===== src/rtl/lif_neuron_core.sv =====
// Leaky integrate-and-fire neuron: leak by right shift, programmable threshold, refractory period.
// Optional wrapping spike counter is built only when LIF_SPIKE_COUNT_EN is defined.
module lif_neuron_core #(
    parameter int unsigned DW           = 8,
    parameter int unsigned LEAK_SHIFT   = 3,
    parameter int unsigned REFRAC_STEPS = 4
) (
    input  logic          clk,
    input  logic          rst,
    input  logic          step,
    input  logic [DW-1:0] current_in,
    input  logic [DW-1:0] threshold,
    output logic [DW-1:0] membrane,
    output logic          spike,
    output logic          refractory,
    output logic [7:0]    spike_count
);
    localparam int unsigned   CW          = 4;
    localparam int unsigned   SW          = DW + 1;
    localparam logic [CW-1:0] REFRAC_INIT = CW'(REFRAC_STEPS);
    localparam logic [DW-1:0] V_MAX       = {DW{1'b1}};

    typedef enum logic {
        ST_INTEGRATE  = 1'b0,
        ST_REFRACTORY = 1'b1
    } state_e;

    state_e        state_q, state_d;
    logic [CW-1:0] cnt_q, cnt_d;
    logic [DW-1:0] mem_q, mem_d;
    logic          spike_q, spike_d;
    logic          refrac_q, refrac_d;
    logic [SW-1:0] v_sum;
    logic [DW-1:0] v_sat;

    // Leaky integration in DW+1 bits; the leak never exceeds the membrane so no underflow.
    always_comb begin
        v_sum = {1'b0, mem_q} - {1'b0, DW'(mem_q >> LEAK_SHIFT)} + {1'b0, current_in};
        v_sat = v_sum[DW] ? V_MAX : v_sum[DW-1:0];
    end

    always_comb begin
        state_d = state_q;
        cnt_d   = cnt_q;
        mem_d   = mem_q;
        spike_d = 1'b0;
        if (step) begin
            case (state_q)
                ST_INTEGRATE: begin
                    if (v_sat >= threshold) begin
                        spike_d = 1'b1;
                        mem_d   = '0;
                        if (REFRAC_STEPS != 0) begin
                            cnt_d   = REFRAC_INIT;
                            state_d = ST_REFRACTORY;
                        end
                    end else begin
                        mem_d = v_sat;
                    end
                end
                ST_REFRACTORY: begin
                    mem_d = '0;
                    cnt_d = cnt_q - CW'(1);
                    if (cnt_q == CW'(1)) begin
                        state_d = ST_INTEGRATE;
                    end
                end
                default: begin
                    state_d = ST_INTEGRATE;
                    cnt_d   = '0;
                end
            endcase
        end
        refrac_d = (cnt_d != '0);
    end

    always_ff @(posedge clk) begin
        if (rst) begin
            state_q  <= ST_INTEGRATE;
            cnt_q    <= '0;
            mem_q    <= '0;
            spike_q  <= 1'b0;
            refrac_q <= 1'b0;
        end else begin
            state_q  <= state_d;
            cnt_q    <= cnt_d;
            mem_q    <= mem_d;
            spike_q  <= spike_d;
            refrac_q <= refrac_d;
        end
    end

    assign membrane   = mem_q;
    assign spike      = spike_q;
    assign refractory = refrac_q;

`ifdef LIF_SPIKE_COUNT_EN
    logic [7:0] count_q;

    // Counts on the same edge that raises spike; wraps naturally at 8 bits.
    always_ff @(posedge clk) begin
        if (rst) begin
            count_q <= '0;
        end else if (spike_d) begin
            count_q <= count_q + 8'd1;
        end
    end

    assign spike_count = count_q;
`else
    assign spike_count = 8'd0;
`endif

endmodule

===== config.mk =====
export PLATFORM = sky130hd
export DESIGN_NAME = lif_neuron_core
export DESIGN_NICKNAME = d
export VERILOG_FILES = /design/src/rtl/lif_neuron_core.sv
export SDC_FILE = /design/constraint.sdc
export NUM_CORES = 1
export LEC_CHECK = 0
export CELL_PAD_IN_SITES_DETAIL_PLACEMENT = 1
export CELL_PAD_IN_SITES_GLOBAL_PLACEMENT = 1
export CORE_ASPECT_RATIO = 0.8
export CORE_MARGIN = 2
export CORE_UTILIZATION = 38
export CTS_BUF_LIST = sky130_fd_sc_hd__clkbuf_2 sky130_fd_sc_hd__clkbuf_4 sky130_fd_sc_hd__clkbuf_8
export CTS_CLUSTER_DIAMETER = 60
export DETAILED_ROUTE_END_ITERATION = 12
export GPL_TIMING_DRIVEN = 0
export PLACE_DENSITY_LB_ADDON = 0.1
export SYNTH_ARGS = -nofsm -noshare
export SYNTH_HDL_FRONTEND = slang
export SYNTH_SLANG_ARGS = --single-unit

===== constraint.sdc =====
create_clock -name clk -period 5.8 [get_ports clk]
set_clock_uncertainty 0.2 [all_clocks]
set_input_delay 1.16 -clock clk [delete_from_list [all_inputs] [get_ports clk]]
set_output_delay 1.16 -clock clk [all_outputs]
set_load 0.01 [all_outputs]

Word level (Yosys, flattened, before mapping)

Cells that the tools add are included.

Bits in registers: 15
Output and inout port bits: 18
Word-level logic and storage cells: 23

Add/subtract/negate cells: 3
$lt $le $gt $ge: 1
Equal/unequal tests: 1
Muxes and demuxes: 9
Bitwise operators: 2
Reduce and logical (&&, ||, !) cells: 2

Operators by type and width:

| cell                                                 | count |
|---|---|
| two-way mux 8 bit                                    | 2 |
| case mux 8 bit (2 select lines)                      | 1 |
| adder 9 x 8 -> 9 bit                                 | 1 |
| subtractor 8 x 5 -> 9 bit                            | 1 |
| greater-or-equal comparator 8 bit                    | 1 |
| two-way mux 4 bit                                    | 2 |
| case mux 4 bit (2 select lines)                      | 1 |
| equality test 4 x 1 -> 1 bit (second input constant) | 1 |
| nonzero test 4 bit                                   | 1 |
| subtractor 4 x 1 -> 4 bit (second input constant)    | 1 |
| OR reduction 3 bit                                   | 1 |
| two-way mux 1 bit                                    | 2 |
| inverter 1 bit                                       | 2 |
| case mux 1 bit (2 select lines)                      | 1 |

Logic depth before layout (Yosys ltp)

Gate-level depths: netlist of run 1.

Depth after elaboration: 8
Depth in mapped cells: 18
Gate-level depth less buffers: 17

Worst setup path before layout of run 1

OpenSTA, ideal clock, no wires.

Path type: input to register
From: input port current_in[1]
To: register cnt_q[3]
Setup time: 0.092 ns
Data arrival time: 4.412 ns
Data required time: 5.508 ns
Setup slack: 1.096 ns
Cell stages on the path: 15
Cell sequence: inv_1 -> fa_1 -> fa_1 -> nand2b_1 -> a21oi_1 -> o221ai_1 -> and3_1 -> buf_6 -> nand2_1 -> ha_1 -> a211o_1 -> a31oi_1 -> o21ai_1 -> o21a_1 -> o32ai_1

Cells in the longest elaborated chain, start to end: 6

RTL lines:

| item                              | line | text |
|---|---|---|
| start: declaration                | 11   | `input logic [DW-1:0] current_in,` |
| adder 9 x 8 -> 9 bit              | 38   | `v_sum = {1'b0, mem_q} - {1'b0, DW'(mem_q >> LEAK_SHIFT)} + {1'b0, current_in};` |
| two-way mux 8 bit                 | 39   | `v_sat = v_sum[DW] ? V_MAX : v_sum[DW-1:0];` |
| greater-or-equal comparator 8 bit | 50   | `if (v_sat >= threshold) begin` |
| two-way mux 4 bit                 | 50   |  |
| case mux 4 bit (2 select lines)   | 48   | `case (state_q)` |
| two-way mux 4 bit                 | 47   | `if (step) begin` |
| end signal: assignment            | 86   | `cnt_q <= cnt_d;` |
| end: declaration                  | 29   | `logic [CW-1:0] cnt_q, cnt_d;` |

No other way between the ends.
A chain may end at the register's enable or synchronous reset.

Worst setup path after layout of run 1

Ends and elaborated chain as after synthesis.

==> impl_metrics.ini, run 1 <==
[run_status]
status = completed

[sta]
maxSlewHeadroom_pct = 61.1
fin_crit_sh_pct = 92.6
slew_viol_final = 0
finalHoldViolations = 0
min_period_ns = 5.37
finalSetupViolations = 0
hold_slack_ns = 0.321
fmax_mhz = 186
worstMarginPinSlew_ns = 0.582
rsz0062_at_grt = no
tns_ns = 0

[logic_synthesis]
synthCells = 207
yosysTopAreaCell = dfxtp_1
synth_flop_cell = dfxtp_1
synthTopCellsByArea = dfxtp_1 18%, ha_1 17%, inv_1 9.8%
syn_area_per_cell_um2 = 7.93
synth.top_cell.area_share_pct = 18.3
syn_area_um2 = 1640
synthArstFlopShare_pct = 0
ys_seq_area_share_pct = 18.3
yosys.cell_types.count = 48
yosysWarnings = 0
synth_edf_count = 0
ys_ff_latch = 15

[cells_and_area]
n_antenna_cell = 0
num-fill-cells = 529
nets = 292
drive_above_1_share_pct = 6.94
finish.utilization_pct = 49.3
fin_area_um2 = 2060
area_growth_pct = 25.4

[pwr]
clkPwrFrac_pct = 11.0
p_leak_nw = 0.968
vdd_drop_max_mv = 0.137
p_seq_share_pct = 18.2
power_frac_comb_pct = 70.9
power_mw = 0.849
swShare_pct = 45.6
power_density_nw_per_um2 = 413
power.switching_mw = 0.387
p_int_mw = 0.462

[clock_network]
clock-sinks = 15
clk_pin_slew_worst_paths_ns = 0.07
h-tree-depth = 1
clk_latency_ns = 0.25
root_buffer = clkbuf_8
cts_setup_buffers = 0
cts-resized-gates = 0
cts_tree = built
holdBufCountCts = 0
cts_buffer_depth = 2
numCtsBuffers = 3

[route]
drc = 0
via_count = 1475
ant_nets = 0
avgViaCountPerCell = 4.88
wl_per_cell_um = 13.2
dr.pass1.iters = 4
wl_um = 3990
drt_iter0_drc = 23

[setup_path]
crit_path_end_kind = register
cp_max_fo = 7
cp_common_cell = fa_1
path_cells = clkdlybuf4s50_1, inv_1, fa_1, fa_1, nand2b_1, a21oi_1, o221ai_1, and3_1, buf_6, nand2_1, ha_1, a211o_1, a31oi_1, o21ai_1, o21a_1, o32ai_1
worstPathArrival_ns = 5.34
cp_slowest_stage_delay_ns = 0.52
cp-start-kind = input port
crit_slowest_cell = fa_1
path_class = in2reg
cp.required_ns = 5.76

[die]
start_util_pct = 39.3
dieArea_um2 = 4860
die_h_um = 62.8
die_w_um = 77.5
ioPinCount = 37
core-area_um2 = 4180
fp-row-count = 21

[worst_hold_path]
holdCritPathClass = reg2reg

[placed_design]
place_hpwl_um = 3400
gp_congestion = 0.783
io_buffers = 27
dpl_cell_area_um2 = 2010

[flow_run]
maxCapViolCount = 0

[grt]
grt_pass1_wl_um = 6930
grt_pass1_vias = 1453
grt_start_max_net_pins = 11
antenna_found_initial = 0
grt.total_usage_pct = 17.8
overflow = 0
area by class of cell:
class	count	area, um^2	area share (%)
inverters	43	161	7.84
multi-input cells	143	1120	54.3
well taps	57	71.3	3.47
repair buffers	27	270	13.1
plain buffers	13	87.6	4.26
clock buffers	4	48.8	2.37
flip-flops and latches	15	300	14.6
path summary, 6_finish.rpt:
check	startpoint	endpoint	cells after the start	slack, ns
setup / recovery	current_in[1]	cnt_q[3]	16	0.43
hold / removal	membrane[2]	membrane[2]	1	0.32
setup reg to reg	membrane[1]	cnt_q[3]	15	1.40
hold reg to reg	membrane[2]	membrane[2]	1	0.32
state kept, by name, summed over array words and instances, names as in the netlist:
name and count:
cnt_q 4, membrane 8, refractory 1, spike 1, state_q 1
synthesized netlist by cell type (all sizes together) (4+ instances only):
cell type	number
nand2	8
dfxtp	15
o21a	5
buf	10
ha	22
xor2	4
fa	5
a221o	4
a21oi	14
or3	7
o21ai	6
nor2	6
nor2b	6
inv	43
nand2b	7
worst max-delay path, delay by kind of cell:
family	cells	cell delay [ns]
AO/OA/AOI/OAI	7	1.84
AND/OR/NAND/NOR	3	0.49
buffers and inverters	3	0.63
adder cells (fa/ha/maj)	3	1.21
logic make-up (layout without fill, tap and decap cells):
logic type,count (synthesis),after routing,share of synthesized area (%)
and+or+nand+nor,48,48,16.7
xor gates and xnor gates,7,7,3.73
adders and majority gates,27,27,22.9
DFF,15,15,18.3
buffers and inverters,56,87,15.2
muxes,1,1,0.610
other,1,8,0.228
AOI/OAI and AO/OA,52,52,22.4
metal layers:
| metal | up-vias | part of all wire [%] | GRT usage [%] |
|---|---|---|---|
| met4 | 0 | 0.48 | 2.68 |
| li1 | 768 | - | - |
| met2 | 33 | 40 | 26.8 |
| met1 | 672 | 56 | 26.9 |
| met5 | - | 0 | 0 |
| met3 | 2 | 3.4 | 3.18 |
metrics by stage:
step                      setup slack (ns)  cells
after floorplan                       1.10    214
after global placement               0.250    298
after detailed placement             0.193    298
after CTS                            0.450    302
after global routing                 0.104    302
final                                0.428    302
power groups by stage:
stage | registers [mW] | logic, mW | clock network [mW]
after detailed placement | 0.157 | 0.601 | 0
after floorplan | 0.158 | 0.431 | 0
after global routing | 0.160 | 0.683 | 0.102
after CTS | 0.155 | 0.605 | 0.0950
final | 0.154 | 0.602 | 0.0931
after global placement | 0.157 | 0.582 | 0
layout by cell type, fill, tap and decap left out, types with 4 or more instances in the layout:
| master | netlist | layout |
|---|---|---|
| xor2_1 | 4 | 4 |
| inv_1 | 43 | 43 |
| dfxtp_1 | 15 | 15 |
| nor2_1 | 6 | 6 |
| a221o_1 | 4 | 4 |
| buf_4 | 8 | 8 |
| clkdlybuf4s50_1 | 0 | 27 |
| fa_1 | 5 | 5 |
| or3_1 | 6 | 6 |
| nand2_1 | 8 | 8 |
| o21ai_0 | 5 | 5 |
| nor2b_1 | 5 | 5 |
| nand2b_1 | 7 | 7 |
| ha_1 | 22 | 22 |
| o21a_1 | 5 | 5 |
| a21oi_1 | 14 | 14 |
| conb_1 | 1 | 8 |
No activity file was read; power rests on OpenSTA's default activity.
==> inputs of run 2 (changes only) <==
--- a/config.mk
+++ b/config.mk
@@ -5,6 +5,7 @@
 export SDC_FILE = /design/constraint.sdc
 export NUM_CORES = 1
 export LEC_CHECK = 0
+export CAP_MARGIN = 20
 export CELL_PAD_IN_SITES_DETAIL_PLACEMENT = 1
 export CELL_PAD_IN_SITES_GLOBAL_PLACEMENT = 1
 export CORE_ASPECT_RATIO = 0.8
==> results of run 2 <==
Final layout, timing and power as in run 1 (identical DEF).
==> inputs of run 3 (changes only) <==
--- a/config.mk
+++ b/config.mk
@@ -15,7 +15,7 @@
 export CTS_CLUSTER_DIAMETER = 60
 export DETAILED_ROUTE_END_ITERATION = 12
 export GPL_TIMING_DRIVEN = 0
-export PLACE_DENSITY_LB_ADDON = 0.1
+export PLACE_DENSITY = 0.85
 export SYNTH_ARGS = -nofsm -noshare
 export SYNTH_HDL_FRONTEND = slang
 export SYNTH_SLANG_ARGS = --single-unit
==> constraint.sdc (replaced) <==
create_clock -name clk -period 5.4 [get_ports clk]
set_clock_uncertainty 0.2 [all_clocks]
set_input_delay 1.08 -clock clk [delete_from_list [all_inputs] [get_ports clk]]
set_output_delay 1.08 -clock clk [all_outputs]
set_load 0.01 [all_outputs]
==> impl_metrics.ini, run 3 (synthesized netlist as in run 1, its figures left out) <==
[run_status]
status = completed

[die]
fp-row-count = 21
ioPinCount = 37
start_util_pct = 39.3
die_h_um = 62.8
dieArea_um2 = 4860
die_w_um = 77.5
core-area_um2 = 4180

[cells_and_area]
area_growth_pct = 27.2
fin_area_um2 = 2090
final_common_cell = inv_1
largest_reg_flops = 8
n_antenna_cell = 0
final_cell_mix = 43 x inv_1, 27 x clkdlybuf4s50_1, 22 x ha_1
fin_cells = 304
drive_above_1_share_pct = 8.91
num-fill-cells = 515
finish.utilization_pct = 50.0
nets = 294

[setup_path]
crit_path_end_kind = register
cp-start-kind = input port
path_class = in2reg
cp_max_fo = 7
worstPathArrival_ns = 5.15
cp.required_ns = 5.34

[route]
ant_nets = 0
via_count = 1533
drc = 0
wl_um = 4360
wl_per_cell_um = 14.4
avgViaCountPerCell = 5.04
dr.pass1.iters = 4
drt_iter0_drc = 61

[clock_network]
holdBufCountCts = 0
numCtsBuffers = 3
root_buffer = clkbuf_8
clock-sinks = 15
h-tree-depth = 1
cts_tree = built
clk_pin_slew_worst_paths_ns = 0.06
clk_latency_ns = 0.26
cts_buffer_depth = 2

[pwr]
vdd_drop_max_mv = 0.142
power_density_nw_per_um2 = 447
p_leak_nw = 0.978

[grt]
overflow = 0
antenna_found_initial = 0
grt.total_usage_pct = 18.3
grt_start_max_net_pins = 11
grt_pass1_vias = 1511
grt_pass1_wl_um = 7130

[placed_design]
placedCellCount = 298
place_hpwl_um = 3410
io_buffers = 27
dpl_cell_area_um2 = 2010
gp_congestion = 0.783

[sta]
fin_crit_sh_pct = 96.5
finalSetupViolations = 0
min_period_ns = 5.21
slew_viol_final = 0
maxSlewHeadroom_pct = 57.6
hold_slack_ns = 0.329
worstMarginPinSlew_ns = 0.633
fmax_mhz = 192
finalHoldViolations = 0

[worst_hold_path]
holdCritPathClass = reg2reg

[flow_run]
maxCapViolCount = 0
[run 3: cell types whose count changed in the layout (fill, tap and decap cells not counted)]
cell      change
buf_4         +2
a21oi_1       -1
a21oi_2       +1
clkbuf_4      -1
clkinv_2      +1
o221ai_1      -1
o221ai_2      +1
o32ai_1       -1
o32ai_2       +1
[run 3: metrics by stage]
step	power, mW	setup TNS [ns]	setup WS (ns)
2_1_floorplan	0.633	0	0.776
3_3_place_gp	0.775	-0.321	-0.0534
3_5_place_dp	0.808	-1.69	-0.202
4_1_cts	0.912	0	0.0429
5_1_grt	1.01	-0.0334	-0.0127
6_report	0.934	0	0.187
[run 3: critical path, cell delays in order]
cell and delay, ns:
clkdlybuf4s50_1 0.46, inv_1 0.05, fa_1 0.52, fa_1 0.48, nand2b_1 0.21, a21oi_2 0.28
or3_4 0.20, and3_1 0.16, buf_6 0.12, nand2b_1 0.07, ha_1 0.30, nand2_1 0.06
or3_1 0.38, o211ai_1 0.35, a31oi_2 0.14, a221o_1 0.30
[run 3: report_power, final]
group	internal, mW	switching, mW
Clock	0.0513	0.0444
Sequential	0.141	0.0243
Combinational	0.308	0.365
Total	0.500	0.433
[run 3: metal layers]
metal  vias up  global-route usage (%)  wire length, um
met1       727                    24.3             2020
met3         5                    2.31              158
met4         0                    4.69               49
met5         -                       0                0
li1        766                       -                -
met2        35                    31.4             2130
[run 3: repair_timing]
item,4_1_cts,5_1_grt
resized for setup,0,3
setup endpoints to repair,0,12
setup buffers,0,2
[run 3: layout make-up]
cell class	count	area [um^2]	area share [%]
buffer	13	87.6	4.19
clock buffer	3	41.3	1.98
sequential	15	300	14.4
inverter	43	161	7.73
multi-input combinational	143	1140	54.4
tap	57	71.3	3.42
clock inverter	1	5.00	0.240
timing repair buffer	29	285	13.7
[run 3: path summary, 6_finish.rpt]
check | startpoint | end | slack [ns] | depth (start not counted)
setup / recovery | current_in[1] | membrane[0] | 0.19 | 16
hold / removal | membrane[1] | membrane[1] | 0.33 | 1
setup reg to reg | membrane[1] | membrane[0] | 1.10 | 15
hold reg to reg | membrane[1] | membrane[1] | 0.33 | 1
